<file path="config.mk">
export PLATFORM = sky130hd
export DESIGN_NAME = ehl_data_buffer_lvl
export DESIGN_NICKNAME = d
export VERILOG_FILES = /design/src/rtl/ehl_data_buffer_lvl.sv
export SDC_FILE = /design/constraint.sdc
export NUM_CORES = 1
export LEC_CHECK = 0
export ABC_AREA = 1
export BUFFER_PORTS_ARGS = -buffer_cell sky130_fd_sc_hd__buf_2
export CAP_MARGIN = 20
export CORE_AREA = 3 3 83 85
export DETAILED_ROUTE_END_ITERATION = 16
export DIE_AREA = 0 0 86 88
export PLACE_DENSITY = 0.82
export SYNTH_ARGS = -nofsm -noshare
export SYNTH_HDL_FRONTEND = slang
export SYNTH_SLANG_ARGS = --single-unit
</file>
<file path="constraint.sdc">
create_clock -name clk -period 3.8 [get_ports clk]
set_clock_uncertainty 0.05 [all_clocks]
set_input_delay 1.14 -clock clk [delete_from_list [all_inputs] [get_ports clk]]
set_output_delay 1.14 -clock clk [all_outputs]
set_load 0.02 [all_outputs]
</file>
<file path="src/rtl/ehl_data_buffer_lvl.sv">
// Small shift-register buffer with occupancy level, threshold flags and sticky errors.
// Optional same-cycle empty bypass is enabled by defining EHL_DATA_BUFFER_BYPASS_EN.
module ehl_data_buffer_lvl #(
  parameter int DATA_WIDTH = 16,
  parameter int DEPTH      = 4,
  parameter int MODE       = 0,
  parameter int AF_LEVEL   = DEPTH - 1,
  parameter int AE_LEVEL   = 1,
  localparam int LW        = $clog2(DEPTH + 1)
) (
  input  logic                  clk,
  input  logic                  reset_n,
  input  logic                  clear,
  input  logic                  wr,
  input  logic                  rd,
  input  logic [DATA_WIDTH-1:0] data_in,
  output logic [DATA_WIDTH-1:0] data_out,
  output logic                  empty,
  output logic                  full,
  output logic                  almost_empty,
  output logic                  almost_full,
  output logic [LW-1:0]         level,
  output logic                  overflow,
  output logic                  underflow
);

  localparam logic [LW-1:0] DEPTH_L = LW'(DEPTH);
  localparam logic [LW-1:0] AF_L    = LW'(AF_LEVEL);
  localparam logic [LW-1:0] AE_L    = LW'(AE_LEVEL);
  localparam logic [LW-1:0] ONE     = LW'(1);

  logic [DATA_WIDTH-1:0] slot [DEPTH];
  logic [DATA_WIDTH-1:0] head;
  logic                  rd_ok;
  logic                  wr_ok;
  logic                  bypass_hit;
  logic                  ov_set;
  logic                  un_set;
  logic [LW-1:0]         level_nxt;

  // Occupancy update that can never wrap past empty or full.
  function automatic logic [LW-1:0] level_step(input logic [LW-1:0] lvl,
                                               input logic inc,
                                               input logic dec);
    logic [LW-1:0] r;
    r = lvl;
    if (inc && !dec && (lvl != DEPTH_L))
      r = lvl + ONE;
    else if (dec && !inc && (lvl != '0))
      r = lvl - ONE;
    return r;
  endfunction

  // Request qualification: read is resolved first so a full buffer can accept wr+rd.
  always_comb begin
    bypass_hit = 1'b0;
`ifdef EHL_DATA_BUFFER_BYPASS_EN
    bypass_hit = !clear && wr && rd && empty;
`endif
    rd_ok  = !clear && rd && !empty;
    wr_ok  = !clear && wr && !bypass_hit && (!full || rd_ok);
    ov_set = !clear && wr && full && !rd_ok;
    un_set = !clear && rd && empty && !bypass_hit;
    level_nxt = clear ? '0 : level_step(level, wr_ok, rd_ok);
  end

  // Control state: level and every flag registered from the next level.
  always_ff @(posedge clk or negedge reset_n) begin
    if (!reset_n) begin
      level        <= '0;
      empty        <= 1'b1;
      full         <= 1'b0;
      almost_empty <= 1'b1;
      almost_full  <= 1'b0;
      overflow     <= 1'b0;
      underflow    <= 1'b0;
    end else begin
      level        <= level_nxt;
      empty        <= (level_nxt == '0);
      full         <= (level_nxt == DEPTH_L);
      almost_empty <= (level_nxt <= AE_L);
      almost_full  <= (level_nxt >= AF_L);
      overflow     <= clear ? 1'b0 : (overflow | ov_set);
      underflow    <= clear ? 1'b0 : (underflow | un_set);
    end
  end

  generate
    if (MODE == 0) begin : g_mode0
      // Head sits in slot 0; a read shifts toward it, a write lands just past the tail.
      logic [LW-1:0] wr_idx;
      assign wr_idx = rd_ok ? (level - ONE) : level;
      assign head   = slot[0];

      always_ff @(posedge clk) begin
        for (int i = 0; i < DEPTH; i++) begin
          if (wr_ok && (wr_idx == LW'(i)))
            slot[i] <= data_in;
          else if (rd_ok && (i < DEPTH - 1))
            slot[i] <= slot[(i < DEPTH - 1) ? i + 1 : i];
        end
      end
    end else begin : g_mode1
      // New words always enter slot 0; the oldest word sits at slot level-1.
      logic [LW-1:0] rd_idx;
      assign rd_idx = (level == '0) ? '0 : (level - ONE);
      assign head   = slot[rd_idx];

      always_ff @(posedge clk) begin
        if (wr_ok) begin
          slot[0] <= data_in;
          for (int i = 1; i < DEPTH; i++)
            slot[i] <= slot[i-1];
        end
      end
    end
  endgenerate

`ifdef EHL_DATA_BUFFER_BYPASS_EN
  assign data_out = bypass_hit ? data_in : head;
`else
  assign data_out = head;
`endif

endmodule

</file>
Word level (Yosys, flattened, before mapping)
Memories as Yosys holds them, arrays and structs flattened.
Index checks and enable logic that the tools add are counted.
- RAM bits: 64
- output and inout bits: 25
- register bits: 9
- input port bits: 21
- memories kept: 1
- word-level logic and storage cells: 70
- memories (name ; words ; bits a word ; read ports ; clocked after Yosys merged registers in ; write ports ; RTL line ; text):
    slot ; 4 ; 16 ; 4 ; 0 ; 4 ; 32 ; logic [DATA_WIDTH-1:0] slot [DEPTH];
- $lt $le $gt $ge: 2
- mux-type cells: 24
- reduce and logical (&&, ||, !) cells: 24
- equality and inequality tests: 5
- add/sub/neg operators: 2
- bitwise logic cells: 5
- operator list (operator ; number):
    $mux 16 ; 3
    $mux 1 ; 17
    $logic_and 1x1->1 ; 15
    $mux 3 ; 4
    $eq 3x2->1 const B ; 2
    $logic_not 3->1 ; 2
    $logic_not 1->1 ; 5
    $or 1x1->1 ; 5
    $add 3x1->3 const B ; 1
    $eq 3x1->1 const B ; 1
    $eq 3x3->1 const B ; 1
    $ge 3x2->1 const B ; 1
    $le 3x1->1 const B ; 1
    $ne 3x3->1 const B ; 1
    $reduce_bool 3->1 ; 1
    $sub 3x1->3 const B ; 1
    $logic_or 1x1->1 ; 1

Depth between registers and ports, before layout
- depth after elaboration: 12
- gate-level depth with buffers: 12

Worst setup path before layout
No wires, ideal clock.
- kind: input to register
- from: input port clear
- to: memory slot[3][0], enable pin
- data required time: 3.362 ns
- setup slack: 0.701 ns
- cell stages on the path: 8
- arrival: 2.660 ns
- setup time: 0.388 ns
- buffers on the path: 1
- cells stage by stage: buf_2 -> inv_2 -> nand2_2 -> nor2_8 -> nor2_4 -> nor2_8 -> nand3_1 -> nor2_1
- RTL lines (item ; RTL line ; text):
    start, declared ; 13 ; input logic clear,
    end, declared ; 32 ;

==> results.txt <==
final antenna-violating net count: 0
Placement Setup Slack: 0.568 ns
post-DP HPWL: 4780 µm
footprint of the multi-input gates: 0.00113 mm²
Clock Sinks: 73
unrepaired setup endpoints after global routing: no
Final nets: 390
Psw: 0.548 mW
Worst slew margin: 56.3%
Reg clk slew, reported paths: 0.07 ns
Worst Hold Path EP: overflow$_DFF_PN0_
row cnt: 29
Reg-to-Reg End: slot[0][15]$_DFFE_PP_
Mean Syn Cell Area: 10.6 µm²
clk_lat worst skew: 0.35 ns
Final Hold Viols: 0
Pre-antenna DRT Iters: 6
arrival time at the worst endpoint: 2.79 ns
First DRT Iteration DRCs: 154
status: complete, no violations
initial antenna violation count: 0
hold_buf cts: 0
RR Startpoint: level[0]$_DFF_PN0_
Mapped Area: 0.00341 mm²
Max Cap Viol: 0
total die area: 0.00757 mm²
TritonCTS buffer count: 9
Worst Max-Slew Pin Slew: 0.654 ns
Post CTS Setup Buffer Count: 0
Seq. cell area: 0.00215 mm²
Routed WL: 6630 µm
Flop pwr share: 47.2%
sw frac: 26.0%
worst min-delay path startpoint: overflow$_DFF_PN0_
CP required: 3.73 ns
largest net degree at the start of global routing: 37
final setup fails: 0
commonest non-fill, non-tap cell in the layout: nand2_1
commonest non-fill, non-tap cells in the layout: nand2_1 (122), edfxtp_1 (64), nand3_1 (55), buf_2 (45), nor2_1 (14)
setup slack after layout: 0.945 ns
Root Buffer: clkbuf_8
combinational share of power: 16.0%
Util after Layout: 62.4%
core area: 0.00628 mm²
worst hold path class: register to register
Die Ht: 88 µm
Top cell by count, worst path: nor2_8
crit path cell chain: buf_2 > inv_2 > nand2_2 > nor2_8 > nor2_4 > nor2_8 > nand3_4 > nand2_1
crit start category: primary input
sum of negative setup slack: 0 ns
max incr delay on CP: 0.56 ns
GP Congestion: 0.952
Ys Warns: 0
Cells after Synth: 321
Clock Power Share: 36.8%
Hold Crit Depth: 2
# fillers: 489
CTS tree: yes
fin crit share: 75.1%
vias: 2360
H-tree Lvls: 3
maximum VDD drop: 0.000292 V
Area growth syn-to-layout: 14.8%
Internal Dissipation: 1.56 mW
Bufs on Longest Clock Path: 2
Reg2Reg Depth: 8
maximum clock rate: 350 MHz
Die Width: 86 µm
R2R Setup Slk: 1.13 ns
Slew Viols, Final: 0
global-route wire length before repair: 11100 µm
Global Route Usage Sum: 19.5%
crit path time final: 2.86 ns
number of primary I/O pins: 46
synth unique cells: 27
Remaining DRCs: 0
cell with the largest stage delay on the worst path: nand2_1
Leak: 1.72 nW
IO Port Bufs: 45
Power Total: 2.11 mW
syn_nets: 345
worst setup path class: primary input to register
CP Capture Type: register
diodes inserted: 0
register bit count reported by yosys: 73
initial core utilization: 54.4%
Power per Cell Area: 539 mW/mm²
grt ovf: 0
vias in the first global route: 2300
DR WL/cell: 14.8 µm
Worst Path Max Fanout: 20
register area share after synthesis: 63.0%
cts repair resizes: 0
layout cells sized above 1: 23.5%
vias per std cell: 5.28
[per-stage QoR]
stage               instances  hold slack (ns)  instance area (µm²)
floorplan                 321            0.471                 3410
global placement          432            0.444                 3660
detailed placement        432            0.435                 3660
CTS                       447            0.453                 3920
global route              447            0.493                 3920
finish                    447            0.455                 3920
[registers in the layout (all words and copies together), names as in the netlist]
name	flops
full	1
empty	1
underflow	1
slot	64
almost_empty	1
overflow	1
almost_full	1
level	3
[critical path: cells and delay by family]
kind | cells | cell delay [ns]
buffers and inverters | 2 | 0.25
and+or+nand+nor | 6 | 1.38
[synth_stat cells, drive strengths merged]
library cell    n  area [µm²]
nand2         132         536
edfxtp         64        1920
nand3          58         328
nor2           22         155
buf            12        83.8
inv            11        41.3
dfrtp           7         175
a21oi           3        15.0
ha              3        37.5
dfstp           2        52.6
a21boi          1        18.8
a31oi           1        6.26
clkbuf          1        3.75
nand4           1        12.5
o21bai          1        7.51
xnor2           1        8.76
xor2            1        8.76
[layout make-up]
type | count | area share (%)
sequential | 73 | 54.9
tap | 77 | 2.46
clock buffer | 9 | 3.16
inverter | 11 | 1.05
timing repair buffer | 47 | 6.13
clock inverter | 6 | 3.35
multi-input combinational | 224 | 28.9
[kinds of logic (layout without fill, tap and decap cells)]
family / Yosys count / after routing / share of synthesized area (%)
and+or+nand+nor: 213 / 213 / 30.2
xor gates and xnor gates: 2 / 2 / 0.513
adders and majority gates: 3 / 3 / 1.10
DFF: 73 / 73 / 63.0
AOI/OAI and AO/OA: 6 / 6 / 1.39
buffers and inverters: 24 / 73 / 3.78
[routing by layer]
metal | GRT usage (%) | share of wire (%) | wire [µm] | vias up
met5 | 0 | 0 | 0 | -
li1 | - | - | - | 1170
met2 | 32.8 | 50 | 3350 | 66
met3 | 5.17 | 5.2 | 348 | 13
met4 | 8.63 | 1.9 | 127 | 0
met1 | 23.7 | 42 | 2810 | 1111
[power groups by stage]
stage | clock, mW | combinational (mW) | sequential [mW]
floorplan | 0 | 0.211 | 1.05
global placement | 0 | 0.324 | 1.01
detailed placement | 0 | 0.338 | 1.01
CTS | 0.782 | 0.340 | 0.996
global route | 0.822 | 0.377 | 1.00
finish | 0.777 | 0.338 | 0.995
[how the worst max path moves through the flow]
| stage | depth (start not counted) | from | end | slack, ns |
|---|---|---|---|---|
| floorplan | 8 | clear | slot[3][0]$_DFFE_PP_ | 0.70 |
| global route | 8 | clear | slot[2][7]$_DFFE_PP_ | 0.79 |
| finish | 8 | clear | slot[0][15]$_DFFE_PP_ | 0.94 |
| global placement | 8 | clear | slot[2][3]$_DFFE_PP_ | 0.69 |
| CTS | 8 | clear | slot[0][15]$_DFFE_PP_ | 0.93 |
| detailed placement | 8 | clear | slot[0][15]$_DFFE_PP_ | 0.57 |
(Power assumes the default switching activity.)
